`config.mk`:
```
export PLATFORM = sky130hd
export DESIGN_NAME = fcp_update_scheduler
export DESIGN_NICKNAME = d
export VERILOG_FILES = /design/src/rtl/fcp_update_scheduler.sv
export SDC_FILE = /design/constraint.sdc
export NUM_CORES = 1
export LEC_CHECK = 0
export BUFFER_PORTS_ARGS = -buffer_cell sky130_fd_sc_hd__buf_4
export CELL_PAD_IN_SITES_DETAIL_PLACEMENT = 0
export CELL_PAD_IN_SITES_GLOBAL_PLACEMENT = 2
export CORE_MARGIN = 2
export CORE_UTILIZATION = 26
export DETAILED_ROUTE_END_ITERATION = 10
export GPL_TIMING_DRIVEN = 0
export HOLD_SLACK_MARGIN = 0.1
export MAX_ROUTING_LAYER = met4
export PLACE_DENSITY_LB_ADDON = 0.1
export SYNTH_ARGS = -nofsm -noshare
export SYNTH_HDL_FRONTEND = slang
export SYNTH_SLANG_ARGS = --single-unit
```
`constraint.sdc`:
```
create_clock -name clk -period 4.1 [get_ports clk]
set_clock_uncertainty 0.15 [all_clocks]
set_input_delay 0.41 -clock clk [delete_from_list [all_inputs] [get_ports clk]]
set_output_delay 0.41 -clock clk [all_outputs]
set_load 0.005 [all_outputs]
```
`src/rtl/fcp_update_scheduler.sv`:
```
// FCP update scheduler: picks pending VCs round-robin, reads their counters
// over the stat port and emits one AXIS beat per VC.
module fcp_update_scheduler #(
    parameter int NUM_VC            = 8,
    parameter int QUEUE_INDEX_WIDTH = 15,
    parameter int STAT_WIDTH        = 32,
    parameter int AXIS_WIDTH        = 128,
    parameter int REFRESH_CYCLES    = 4096,
    parameter int CNT_WIDTH         = 32
) (
    input  logic                         clk,
    input  logic                         rst,
    input  logic                         evt_valid,
    input  logic [QUEUE_INDEX_WIDTH-1:0] evt_vc,
    output logic                         stat_req_valid,
    output logic [QUEUE_INDEX_WIDTH-1:0] stat_req_vc,
    input  logic                         stat_rsp_valid,
    input  logic [STAT_WIDTH-1:0]        stat_rsp_fccl,
    input  logic [STAT_WIDTH-1:0]        stat_rsp_qlen,
    input  logic [STAT_WIDTH-1:0]        stat_rsp_fccr,
    output logic [AXIS_WIDTH-1:0]        m_axis_fcp_tdata,
    output logic                         m_axis_fcp_tvalid,
    input  logic                         m_axis_fcp_tready,
    output logic [NUM_VC-1:0]            pending,
    output logic [CNT_WIDTH-1:0]         sent_count
);

    localparam int VW = (NUM_VC > 1) ? $clog2(NUM_VC) : 1;

    typedef enum logic [1:0] {
        IDLE,
        REQ,
        WAIT,
        SEND
    } state_t;

    state_t state;
    state_t state_nxt;

    logic [VW-1:0]                rr;
    logic [VW-1:0]                gnt;
    logic [VW-1:0]                sel;
    logic [VW-1:0]                idx;
    logic                         sel_ok;
    logic [NUM_VC-1:0]            set_mask;
    logic [NUM_VC-1:0]            clr_mask;
    logic [QUEUE_INDEX_WIDTH-1:0] vc_ext;
    logic [AXIS_WIDTH-1:0]        msg;
    logic                         refresh;

    generate
        if (REFRESH_CYCLES > 0) begin : g_refresh
            localparam int TW =
                (REFRESH_CYCLES > 1) ? $clog2(REFRESH_CYCLES) : 1;
            logic [TW-1:0] timer;
            logic          wrap;

            assign wrap = (timer == TW'(REFRESH_CYCLES - 1));

            // Free-running: independent of the FSM
            always_ff @(posedge clk) begin
                if (rst) begin
                    timer <= '0;
                end else if (wrap) begin
                    timer <= '0;
                end else begin
                    timer <= timer + TW'(1);
                end
            end

            assign refresh = wrap;
        end else begin : g_no_refresh
            assign refresh = 1'b0;
        end
    endgenerate

    assign vc_ext = QUEUE_INDEX_WIDTH'(gnt);

    // Round-robin search starting just above the last grant
    always_comb begin
        sel    = rr;
        idx    = rr;
        sel_ok = 1'b0;
        for (int i = 1; i <= NUM_VC; i++) begin
            idx = rr + VW'(i);
            if (!sel_ok && pending[idx]) begin
                sel    = idx;
                sel_ok = 1'b1;
            end
        end
    end

    always_comb begin
        set_mask = {NUM_VC{refresh}};
        if (evt_valid && (evt_vc < QUEUE_INDEX_WIDTH'(NUM_VC))) begin
            set_mask[evt_vc[VW-1:0]] = 1'b1;
        end
        clr_mask = '0;
        if (state == REQ) begin
            clr_mask[gnt] = 1'b1;
        end
    end

    always_comb begin
        msg                          = '0;
        msg[0 +: STAT_WIDTH]         = stat_rsp_fccl;
        msg[32 +: STAT_WIDTH]        = stat_rsp_qlen;
        msg[64 +: STAT_WIDTH]        = stat_rsp_fccr;
        msg[96 +: QUEUE_INDEX_WIDTH] = vc_ext;
    end

    always_ff @(posedge clk) begin
        if (rst) begin
            state <= IDLE;
        end else begin
            state <= state_nxt;
        end
    end

    always_comb begin
        state_nxt         = state;
        stat_req_valid    = 1'b0;
        m_axis_fcp_tvalid = 1'b0;
        unique case (state)
            IDLE: begin
                if (sel_ok) begin
                    state_nxt = REQ;
                end
            end
            REQ: begin
                stat_req_valid = 1'b1;
                state_nxt      = WAIT;
            end
            WAIT: begin
                if (stat_rsp_valid) begin
                    state_nxt = SEND;
                end
            end
            SEND: begin
                m_axis_fcp_tvalid = 1'b1;
                if (m_axis_fcp_tready) begin
                    state_nxt = IDLE;
                end
            end
            default: state_nxt = IDLE;
        endcase
    end

    assign stat_req_vc = vc_ext;

    // A set in the same cycle as the grant clear wins
    always_ff @(posedge clk) begin
        if (rst) begin
            rr               <= VW'(NUM_VC - 1);
            gnt              <= '0;
            pending          <= '0;
            m_axis_fcp_tdata <= '0;
            sent_count       <= '0;
        end else begin
            pending <= (pending & ~clr_mask) | set_mask;
            if (state == IDLE && sel_ok) begin
                gnt <= sel;
                rr  <= sel;
            end
            if (state == WAIT && stat_rsp_valid) begin
                m_axis_fcp_tdata <= msg;
            end
            if (state == SEND && m_axis_fcp_tready) begin
                sent_count <= sent_count + CNT_WIDTH'(1);
            end
        end
    end

endmodule
```
==> results of run 1 <==
-- worst register-to-register path, stage by stage, from the launching register on --
cell     delay [ns]
dfxtp_1        0.46
buf_6          0.21
inv_2          0.10
ha_1           0.31
buf_6          0.14
buf_6          0.16
mux4_2         0.37
mux2i_2        0.35
nor3b_4        0.38
nand2_2        0.16
o21ai_4        0.24
nor3_1         0.08
or3b_1         0.36
-- area by class of cell --
class	count	share of cell area, %
inverters	16	0.535
diodes	1	0.0223
clock inverters	13	1.14
repair buffers	354	25.8
clock buffers	18	3.83
flip-flops and latches	159	28.4
well taps	341	3.80
plain buffers	89	4.70
multi-input cells	648	31.8
-- Yosys cell counts (4+ instances only) --
cell type / instances
nand2_1: 231
dfxtp_1: 159
a21oi_1: 117
nor2_1: 60
buf_4: 41
clkbuf_1: 39
xor2_1: 26
o21ai_0: 20
nand3_1: 17
inv_1: 15
mux4_2: 13
xnor2_1: 12
mux2i_1: 10
nand4_1: 10
a31oi_1: 8
ha_1: 8
nor3_1: 8
or3_1: 7
nor2b_1: 6
buf_6: 5
mux2_2: 5
a221oi_1: 4
nand2b_1: 4
-- registers in the layout, summed over array words and instances, names as in the netlist --
name and cells:
g_refresh.timer 12, gnt 3, m_axis_fcp_tdata 99, rr 3, state 2, pending 8
sent_count 32
-- final timing paths --
check	start	to	slack, ns
max reg2reg	rr[0]$_SDFFE_PP1P_	rr[0]$_SDFFE_PP1P_	0.50
min reg2reg	m_axis_fcp_tdata[20]$_SDFFE_PP0P_	m_axis_fcp_tdata[20]$_SDFFE_PP0P_	0.30
min	evt_vc[1]	pending[7]$_SDFF_PP0_	0.14
max	rr[0]$_SDFFE_PP1P_	rr[0]$_SDFFE_PP1P_	0.50
-- report_power, final --
part           leakage [nW]  internal [mW]  switching, mW
combinational          3.05          0.229          0.179
sequential             1.28           1.57         0.0214
clock                 0.258          0.845          0.706
total                  4.59           2.64          0.907
-- stage by stage --
step / hold slack, ns / cell area, um2 / util, % / power [mW]
finish: 0.144 / 11200 / 41.5 / 3.55
global route: 0.136 / 11200 / 41.5 / 3.71
CTS: 0.130 / 11200 / 41.5 / 3.60
detailed placement: 0.297 / 9700 / 35.9 / 1.96
global placement: 0.293 / 9700 / 35.9 / 1.96
floorplan: 0.280 / 7330 / - / 1.79
-- cell families after synthesis --
| kind of cell | synth area share [%] |
|---|---|
| buffers and inverters | 8.17 |
| XOR/XNOR | 4.63 |
| adder cells (fa/ha/maj) | 1.39 |
| AO/OA/AOI/OAI | 13.3 |
| AND/OR/NAND/NOR | 21.4 |
| multiplexers | 6.76 |
| other | 0.0522 |
| flip-flops | 44.3 |
-- layer usage --
layer	global-route usage, %	up-vias	routed length [um]
met2	28.1	174	11800
met3	4.44	16	1330
met1	19.7	3239	10500
met5	-	-	0
li1	-	3662	-
met4	3.83	0	216
==> out/qor.csv, run 1 <==
metric,value,unit
CP Cell Sequence,"buf_6, inv_2, ha_1, buf_6, buf_6, mux4_2, mux2i_2, nor3b_4, nand2_2, o21ai_4, nor3_1, or3b_1",
Overall Global Routing Usage,16.6,%
via count,7091,
post-route non-filler standard cell count,1639,
Post-DP HPWL,17700,um
DR DRC count,0,
ys async rst share,0,%
Ports,301,
CP arrival,3.75,ns
Max Freq,278,MHz
grt ovf,0,
"most common cell after layout, fill and taps aside",buf_4,
CP required,4.26,ns
Hold Path Stages,3,
1st-iter DRT viols,315,
YS warnings,0,
Initial Utilization,26.6,%
Crit path depth,12,
most frequent cells in the layout,"buf_4 (299), nand2_1 (231), dfxtp_1 (159), a21oi_1 (117), dlygate4sd3_1 (96)",
initial antenna violation count,0,
worst-skew pair later-pin latency,0.43,ns
Die Ht,170,um
Multi-input gate area,3560,um2
Setup WS post-layout,0.502,ns
first-pass GRT wire length,36700,um
Main synth FF type,dfxtp_1,
CP endpoint kind,flop,
Max Transition Viols Final,0,
Cells after Synth,872,
clock sink total,159,
Die Area,29000,um2
P per Cell Area,316,nW/um2
Setup crit start kind,flop,
First-pass DRT Iterations,5,
Routed wire per std cell,14.6,um
worst relative slew slack,56.7,%
Setup TNS,0,ns
Lkg Pwr,4.59,nW
largest cells by area after synthesis,"dfxtp_1 (44%), nand2_1 (12%), a21oi_1 (8.2%)",
vias in the first global route,6888,
post_cts resized,0,
crit path kind,flop to flop,
"flops & latches, synth",159,
Max H-tree Level,4,
final RePlAce weighted congestion,0.795,
share of the synthesized area in the top cell type,44.3,%
CTS tree,yes,
R2R depth,12,
share of layout cells above drive strength 1,28.1,%
CORE AREA,27000,um2
Vias/cell,4.33,
crit-path most repeated cell,buf_6,
Hold WC Path Type,input pin to flop,
Max-Cap Viols,0,
register area share after synthesis,44.3,%
placed insts,1511,
Crit-path slowest cell,dfxtp_1,
post-route ant nets,0,
root buffer cell,clkbuf_16,
"Largest stage delay, worst path",0.46,ns
Post-synth EDFFs,0,
status,finished clean,
DIE WIDTH,170,um
register area,3180,um2
largest net degree at the start of global routing,17,
Worst-path clk slew,0.07,ns
Final Cycle Share,87.7,%
drt total wl,23900,um
Mean Syn Cell Area,8.24,um2
Num CTS Buffers,17,
synth unique cells,57,
cts hold-fix bufs,96,
# setup viols final,0,
area grow syn2layout,56.2,%
RSZ-0062 raised after global routing,no,
floorplan row count,60,
pre-CTS setup slack,0.498,ns
Post-Syn Area,7180,um2
Final min period,3.60,ns
"Hold Violations, Final",0,
worst-path fanout max,10,
"CP delay by family, top",simple AND/OR/NAND/NOR gates,
count of buffers from port buffering,258,
clock buffer depth,2,
VDD IR-drop max,0.000181,V
Setup Buffers After CTS,0,
Slew @ Worst Pin,0.650,ns
number of fill cells in the layout,2845,
sum of buffers and inverters on the critical path,4,
final net count,1409,
biggest area consumer among synthesized cells,dfxtp_1,
(Power assumes the default switching activity.)
==> run 2, diff against run 1 <==
CTS_BUF_LIST = sky130_fd_sc_hd__clkbuf_8 sky130_fd_sc_hd__clkbuf_16   (was unset)
==> run 2 against run 1 <==
  * Worst setup slack unchanged
  * Fmax unchanged
  * Die area unchanged
  * Count of clock-buffer cells in the layout decreased by 1
  * Via count unchanged
  * Global-route usage unchanged
  * Sequential share of layout area unchanged
  * Hold slack unchanged
  * Critical path depth unchanged
  * Combinational power about the same
  * Largest cell class unchanged
  * Largest power group unchanged
==> out/qor.csv, run 2 (synthesis results as in run 1) <==
metric,value,unit,change
count of buffers from port buffering,258,,unchanged
floorplan row count,60,,unchanged
placed insts,1511,,unchanged
CP arrival,3.75,ns,about the same
# setup viols final,0,,unchanged
Routed wire per std cell,14.6,um,about the same
CP Cell Sequence,"buf_6, inv_2, ha_1, buf_6, buf_6, mux4_2, mux2i_2, nor3b_4, nand2_2, o21ai_4, nor3_1, or3b_1",,unchanged
"Hold Violations, Final",0,,unchanged
First-pass DRT Iterations,5,,unchanged
Final Cycle Share,87.7,%,unchanged
Max Transition Viols Final,0,,unchanged
Initial Utilization,26.6,%,unchanged
crit-path most repeated cell,buf_6,,unchanged
Die Area,29000,um2,unchanged
Max H-tree Level,4,,unchanged
most frequent cells in the layout,"buf_4 (299), nand2_1 (231), dfxtp_1 (159), a21oi_1 (117), dlygate4sd3_1 (96)",,unchanged
P per Cell Area,316,nW/um2,about the same
Lkg Pwr,4.59,nW,about the same
P_sw,0.907,mW,about the same
Setup crit start kind,flop,,unchanged
VDD IR-drop max,0.000181,V,unchanged
"Most flops, register",m_axis_fcp_tdata,,unchanged
share of layout cells above drive strength 1,28.1,%,unchanged
area grow syn2layout,56.2,%,unchanged
Worst-path clk slew,0.07,ns,about the same
clock buffer depth,2,,unchanged
"Largest stage delay, worst path",0.46,ns,about the same
final RePlAce weighted congestion,0.795,,unchanged
initial antenna violation count,0,,unchanged
DR DRC count,0,,unchanged
clock sink total,159,,unchanged
fin area,11200,um2,unchanged
Num CTS Buffers,17,,unchanged
CP required,4.26,ns,about the same
root buffer cell,clkbuf_16,,unchanged
combinational power share,11.5,%,about the same
Sw Ratio,25.6,%,about the same
Ports,301,,unchanged
Post-DP HPWL,17700,um,unchanged
internal power,2.64,mW,about the same
total power,3.55,mW,about the same
Slew @ Worst Pin,0.650,ns,unchanged
DIE WIDTH,170,um,unchanged
grt ovf,0,,unchanged
post-route non-filler standard cell count,1639,,unchanged
Die Ht,170,um,unchanged
CORE AREA,27000,um2,unchanged
via count,7091,,unchanged
worst relative slew slack,56.7,%,unchanged
Overall Global Routing Usage,16.6,%,unchanged
cell area after placement,9700,um2,unchanged
"most common cell after layout, fill and taps aside",buf_4,,unchanged
Clock power frac,43.7,%,about the same
RSZ-0062 raised after global routing,no,,unchanged
final net count,1409,,unchanged
post-route ant nets,0,,unchanged
number of fill cells in the layout,2845,,unchanged
status,finished clean,,unchanged
register area,3180,um2,unchanged
max FFs per register,99,,unchanged
sum of buffers and inverters on the critical path,4,,unchanged
largest net degree at the start of global routing,17,,unchanged
CP endpoint kind,flop,,unchanged
Vias/cell,4.33,,unchanged
drt total wl,23900,um,about the same
CTS tree,yes,,unchanged
first-pass GRT wire length,36700,um,unchanged
Multi-input gate area,3560,um2,unchanged
worst-path fanout max,10,,unchanged
Setup Buffers After CTS,0,,unchanged
vias in the first global route,6888,,unchanged
worst-skew pair later-pin latency,0.43,ns,about the same
Final min period,3.60,ns,unchanged
"CP delay by family, top",simple AND/OR/NAND/NOR gates,,unchanged
1st-iter DRT viols,315,,unchanged
Crit-path slowest cell,dfxtp_1,,unchanged
Hold WC Path Type,input pin to flop,,unchanged
largest registers,"m_axis_fcp_tdata: 99 flops, sent_count: 32 flops, g_refresh.timer: 12 flops",,unchanged
crit path kind,flop to flop,,unchanged
Max-Cap Viols,0,,unchanged
Setup TNS,0,ns,unchanged
Seq pwr share,44.8,%,about the same
Max Freq,278,MHz,unchanged
minimum hold slack,0.144,ns,unchanged
[run 2: cell types whose count changed in the layout (fill, tap and decap cells not counted), sizes merged]
cell    change
clkbuf      -1
inv         +1
[run 2: timing repair]
action	CTS	global route
gates resized for setup	0	0
hold endpoints to repair	96	0
hold buffers	96	0
[run 2: through the flow]
step,util (%),worst slack [ns]
after global placement,35.9,0.478
after global routing,41.5,0.245
after floorplan,-,0.994
after detailed placement,35.9,0.498
after CTS,41.5,0.484
final,41.5,0.502
[run 2: final timing paths]
path	startpoint	to	slack (ns)	cells past startpoint
min reg2reg	m_axis_fcp_tdata[20]$_SDFFE_PP0P_	m_axis_fcp_tdata[20]$_SDFFE_PP0P_	0.30	2
min	evt_vc[1]	pending[7]$_SDFF_PP0_	0.14	3
max reg2reg	rr[0]$_SDFFE_PP1P_	rr[0]$_SDFFE_PP1P_	0.50	12
max	rr[0]$_SDFFE_PP1P_	rr[0]$_SDFFE_PP1P_	0.50	12
[run 2: area by class of cell]
| type | count | share of cell area, % |
|---|---|---|
| well taps | 341 | 3.80 |
| plain buffers | 89 | 4.70 |
| clock buffers | 17 | 3.79 |
| clock inverters | 14 | 1.17 |
| diodes | 1 | 0.0223 |
| inverters | 16 | 0.535 |
| repair buffers | 354 | 25.8 |
| multi-input cells | 648 | 31.8 |
| flip-flops and latches | 159 | 28.4 |
[run 2: worst min-delay path, cell delays in order]
cell and delay (ns):
buf_4 0.13, nand3_1 0.06, a31oi_1 0.07
[run 2: layer usage]
| metal | global-route usage (%) | share of wire, % |
|---|---|---|
| met2 | 28.1 | 50 |
| met5 | - | 0 |
| met4 | 3.83 | 0.90 |
| met1 | 19.7 | 44 |
| met3 | 4.44 | 5.6 |
[run 2: power groups by stage]
stage               registers, mW  logic, mW  clock network, mW
floorplan                    1.62      0.171                  0
global placement             1.62      0.334                  0
detailed placement           1.62      0.334                  0
CTS                          1.59      0.412               1.60
global route                 1.59      0.445               1.67
finish                       1.59      0.408               1.55
==> run 3, diff against run 2 <==
==> constraint.sdc (replaced) <==
create_clock -name clk -period 4.1 [get_ports clk]
set_clock_uncertainty 0.15 [all_clocks]
set_input_delay 0.205 -clock clk [delete_from_list [all_inputs] [get_ports clk]]
set_output_delay 0.205 -clock clk [all_outputs]
set_load 0.005 [all_outputs]
==> run 3 against run 2 <==
  * Sequential cell count unchanged
  * Critical path depth unchanged
  * Hold slack got worse by 0.041 ns
  * Critical path type unchanged
==> out/qor.csv, run 3 (synthesis results as in run 1) <==
metric,value,unit,change
RSZ-0062 raised after global routing,no,,unchanged
worst r2r dst,rr[0]$_SDFFE_PP1P_,,unchanged
area grow syn2layout,57.4,%,was 56.2%
1st-iter DRT viols,275,,was 315
Setup crit start kind,flop,,unchanged
Vias/cell,4.33,,about the same
placed insts,1511,,unchanged
P per Cell Area,314,nW/um2,was 316 nW/um2
internal power,2.64,mW,about the same
worst-skew pair later-pin latency,0.43,ns,about the same
final RePlAce weighted congestion,0.795,,unchanged
fin util,41.8,%,was 41.5%
most frequent cells in the layout,"buf_4 (299), nand2_1 (231), dfxtp_1 (159), a21oi_1 (117), dlygate4sd3_1 (105)",,"was buf_4 (299), nand2_1 (231), dfxtp_1 (159), a21oi_1 (117), dlygate4sd3_1 (96)"
Clock power frac,43.7,%,about the same
WHS Endpoint,rr[0]$_SDFFE_PP1P_,,was pending[7]$_SDFF_PP0_
root buffer cell,clkbuf_16,,unchanged
# setup viols final,0,,unchanged
Hold WC Path Type,input pin to flop,,unchanged
drt total wl,24000,um,"was 23,900 um"
CORE AREA,27000,um2,unchanged
crit path kind,flop to flop,,unchanged
P_sw,0.910,mW,was 0.907 mW
CP required,4.26,ns,about the same
vias in the first global route,6951,,"was 6,888"
"CP delay by family, top",simple AND/OR/NAND/NOR gates,,unchanged
Post-DP HPWL,17700,um,unchanged
floorplan row count,60,,unchanged
post-route non-filler standard cell count,1648,,"was 1,639"
count of buffers from port buffering,258,,unchanged
Setup Buffers After CTS,0,,unchanged
Ports,301,,unchanged
Die Ht,170,um,unchanged
Num CTS Buffers,17,,unchanged
grt ovf,0,,unchanged
Max Freq,277,MHz,was 278 MHz
CP arrival,3.76,ns,was 3.75 ns
initial antenna violation count,0,,unchanged
Initial Utilization,26.6,%,unchanged
sum of buffers and inverters on the critical path,4,,unchanged
CTS tree,yes,,unchanged
worst-path fanout max,10,,unchanged
Lkg Pwr,4.63,nW,was 4.59 nW
crit-path most repeated cell,buf_6,,unchanged
Overall Global Routing Usage,16.7,%,was 16.6%
Die Area,29000,um2,unchanged
CP endpoint kind,flop,,unchanged
"most common cell after layout, fill and taps aside",buf_4,,unchanged
DR DRC count,0,,unchanged
Max Transition Viols Final,0,,unchanged
largest net degree at the start of global routing,17,,unchanged
worst relative slew slack,56.4,%,was 56.7%
Crit-path slowest cell,dfxtp_1,,unchanged
max FFs per register,99,,unchanged
post-route ant nets,0,,unchanged
combinational power share,11.6,%,was 11.5%
via count,7137,,"was 7,091"
Slew @ Worst Pin,0.655,ns,was 0.650 ns
Final Cycle Share,88.0,%,was 87.7%
Final min period,3.61,ns,was 3.60 ns
status,finished clean,,unchanged
Seq pwr share,44.7,%,was 44.8%
Setup TNS,0,ns,unchanged
largest registers,"m_axis_fcp_tdata: 99 flops, sent_count: 32 flops, g_refresh.timer: 12 flops",,unchanged
DIE WIDTH,170,um,unchanged
final net count,1418,,"was 1,409"
"Largest stage delay, worst path",0.46,ns,about the same
Worst-path clk slew,0.07,ns,about the same
Routed wire per std cell,14.6,um,about the same
VDD IR-drop max,0.000182,V,was 0.000181 V
first-pass GRT wire length,36900,um,"was 36,700 um"
Max-Cap Viols,0,,unchanged
clock buffer depth,2,,unchanged
Max H-tree Level,4,,unchanged
Hold Path Stages,2,,was 3
"Hold Violations, Final",0,,unchanged
share of layout cells above drive strength 1,27.9,%,was 28.1%
"Most flops, register",m_axis_fcp_tdata,,unchanged
number of fill cells in the layout,2842,,"was 2,845"
R2R depth,12,,unchanged
worst r2r src,rr[0]$_SDFFE_PP1P_,,unchanged
clock sink total,159,,unchanged
flop2flop setup slack,0.49,ns,was 0.50 ns
CP Cell Sequence,"buf_6, inv_2, ha_1, buf_6, buf_6, mux4_2, mux2i_2, nor3b_4, nand2_2, o21ai_4, nor3_1, or3b_1",,unchanged
hold path startpoint,rst,,was evt_vc[1]
total power,3.55,mW,about the same
Sw Ratio,25.6,%,about the same
First-pass DRT Iterations,4,,was 5
==> run 3: changes by cell type in the layout (fill, tap and decap cells not counted), sizes merged <==
cell	delta
dlygate4sd3	+9
==> run 3: power by group through the flow <==
| stage | logic, mW | registers [mW] | clock network, mW |
|---|---|---|---|
| 4_1_cts | 0.417 | 1.59 | 1.60 |
| 3_3_place_gp | 0.334 | 1.62 | 0 |
| 3_5_place_dp | 0.334 | 1.62 | 0 |
| 2_1_floorplan | 0.171 | 1.62 | 0 |
| 6_report | 0.413 | 1.59 | 1.55 |
| 5_1_grt | 0.451 | 1.59 | 1.67 |
==> run 3: worst max path at each step <==
stage	slack, ns	to	from	cells past startpoint
floorplan	0.99	rr[0]$_SDFFE_PP1P_	rr[0]$_SDFFE_PP1P_	12
global placement	0.48	rr[0]$_SDFFE_PP1P_	rr[0]$_SDFFE_PP1P_	12
detailed placement	0.50	rr[0]$_SDFFE_PP1P_	rr[0]$_SDFFE_PP1P_	12
CTS	0.48	rr[0]$_SDFFE_PP1P_	rr[0]$_SDFFE_PP1P_	12
global route	0.24	rr[0]$_SDFFE_PP1P_	rr[0]$_SDFFE_PP1P_	12
finish	0.49	rr[0]$_SDFFE_PP1P_	rr[0]$_SDFFE_PP1P_	12
==> run 3: area by class of cell <==
| class | count | area (um2) | share of cell area (%) |
|---|---|---|---|
| diodes | 1 | 2.50 | 0.0221 |
| plain buffers | 89 | 527 | 4.66 |
| clock buffers | 17 | 425 | 3.76 |
| clock inverters | 14 | 131 | 1.16 |
| inverters | 16 | 60.1 | 0.531 |
| multi-input cells | 648 | 3560 | 31.5 |
| flip-flops and latches | 159 | 3180 | 28.2 |
| well taps | 341 | 427 | 3.77 |
| repair buffers | 363 | 2990 | 26.4 |
==> run 3: stage by stage <==
| stage | hold WS, ns | area, um2 | worst slack (ns) |
|---|---|---|---|
| 6_report | 0.102 | 11300 | 0.492 |
| 5_1_grt | 0.143 | 11300 | 0.245 |
| 4_1_cts | 0.117 | 11300 | 0.484 |
| 3_5_place_dp | 0.297 | 9700 | 0.498 |
| 3_3_place_gp | 0.293 | 9700 | 0.478 |
| 2_1_floorplan | 0.191 | 7330 | 0.994 |
==> run 3: routing by layer <==
layer  global-route usage, %  vias up  wire [um]
li1                        -     3681          -
met1                    19.8     3264      10500
met2                    28.3      175      11900
met3                    4.44       17       1330
met4                    3.83        0        230
met5                       -        -          0
==> run 3: timing repair <==
action / in CTS / in global routing
setup endpoints to repair: 0 / 0
hold endpoints to repair: 105 / 0
gates resized for setup: 0 / 0
hold buffers: 105 / 0
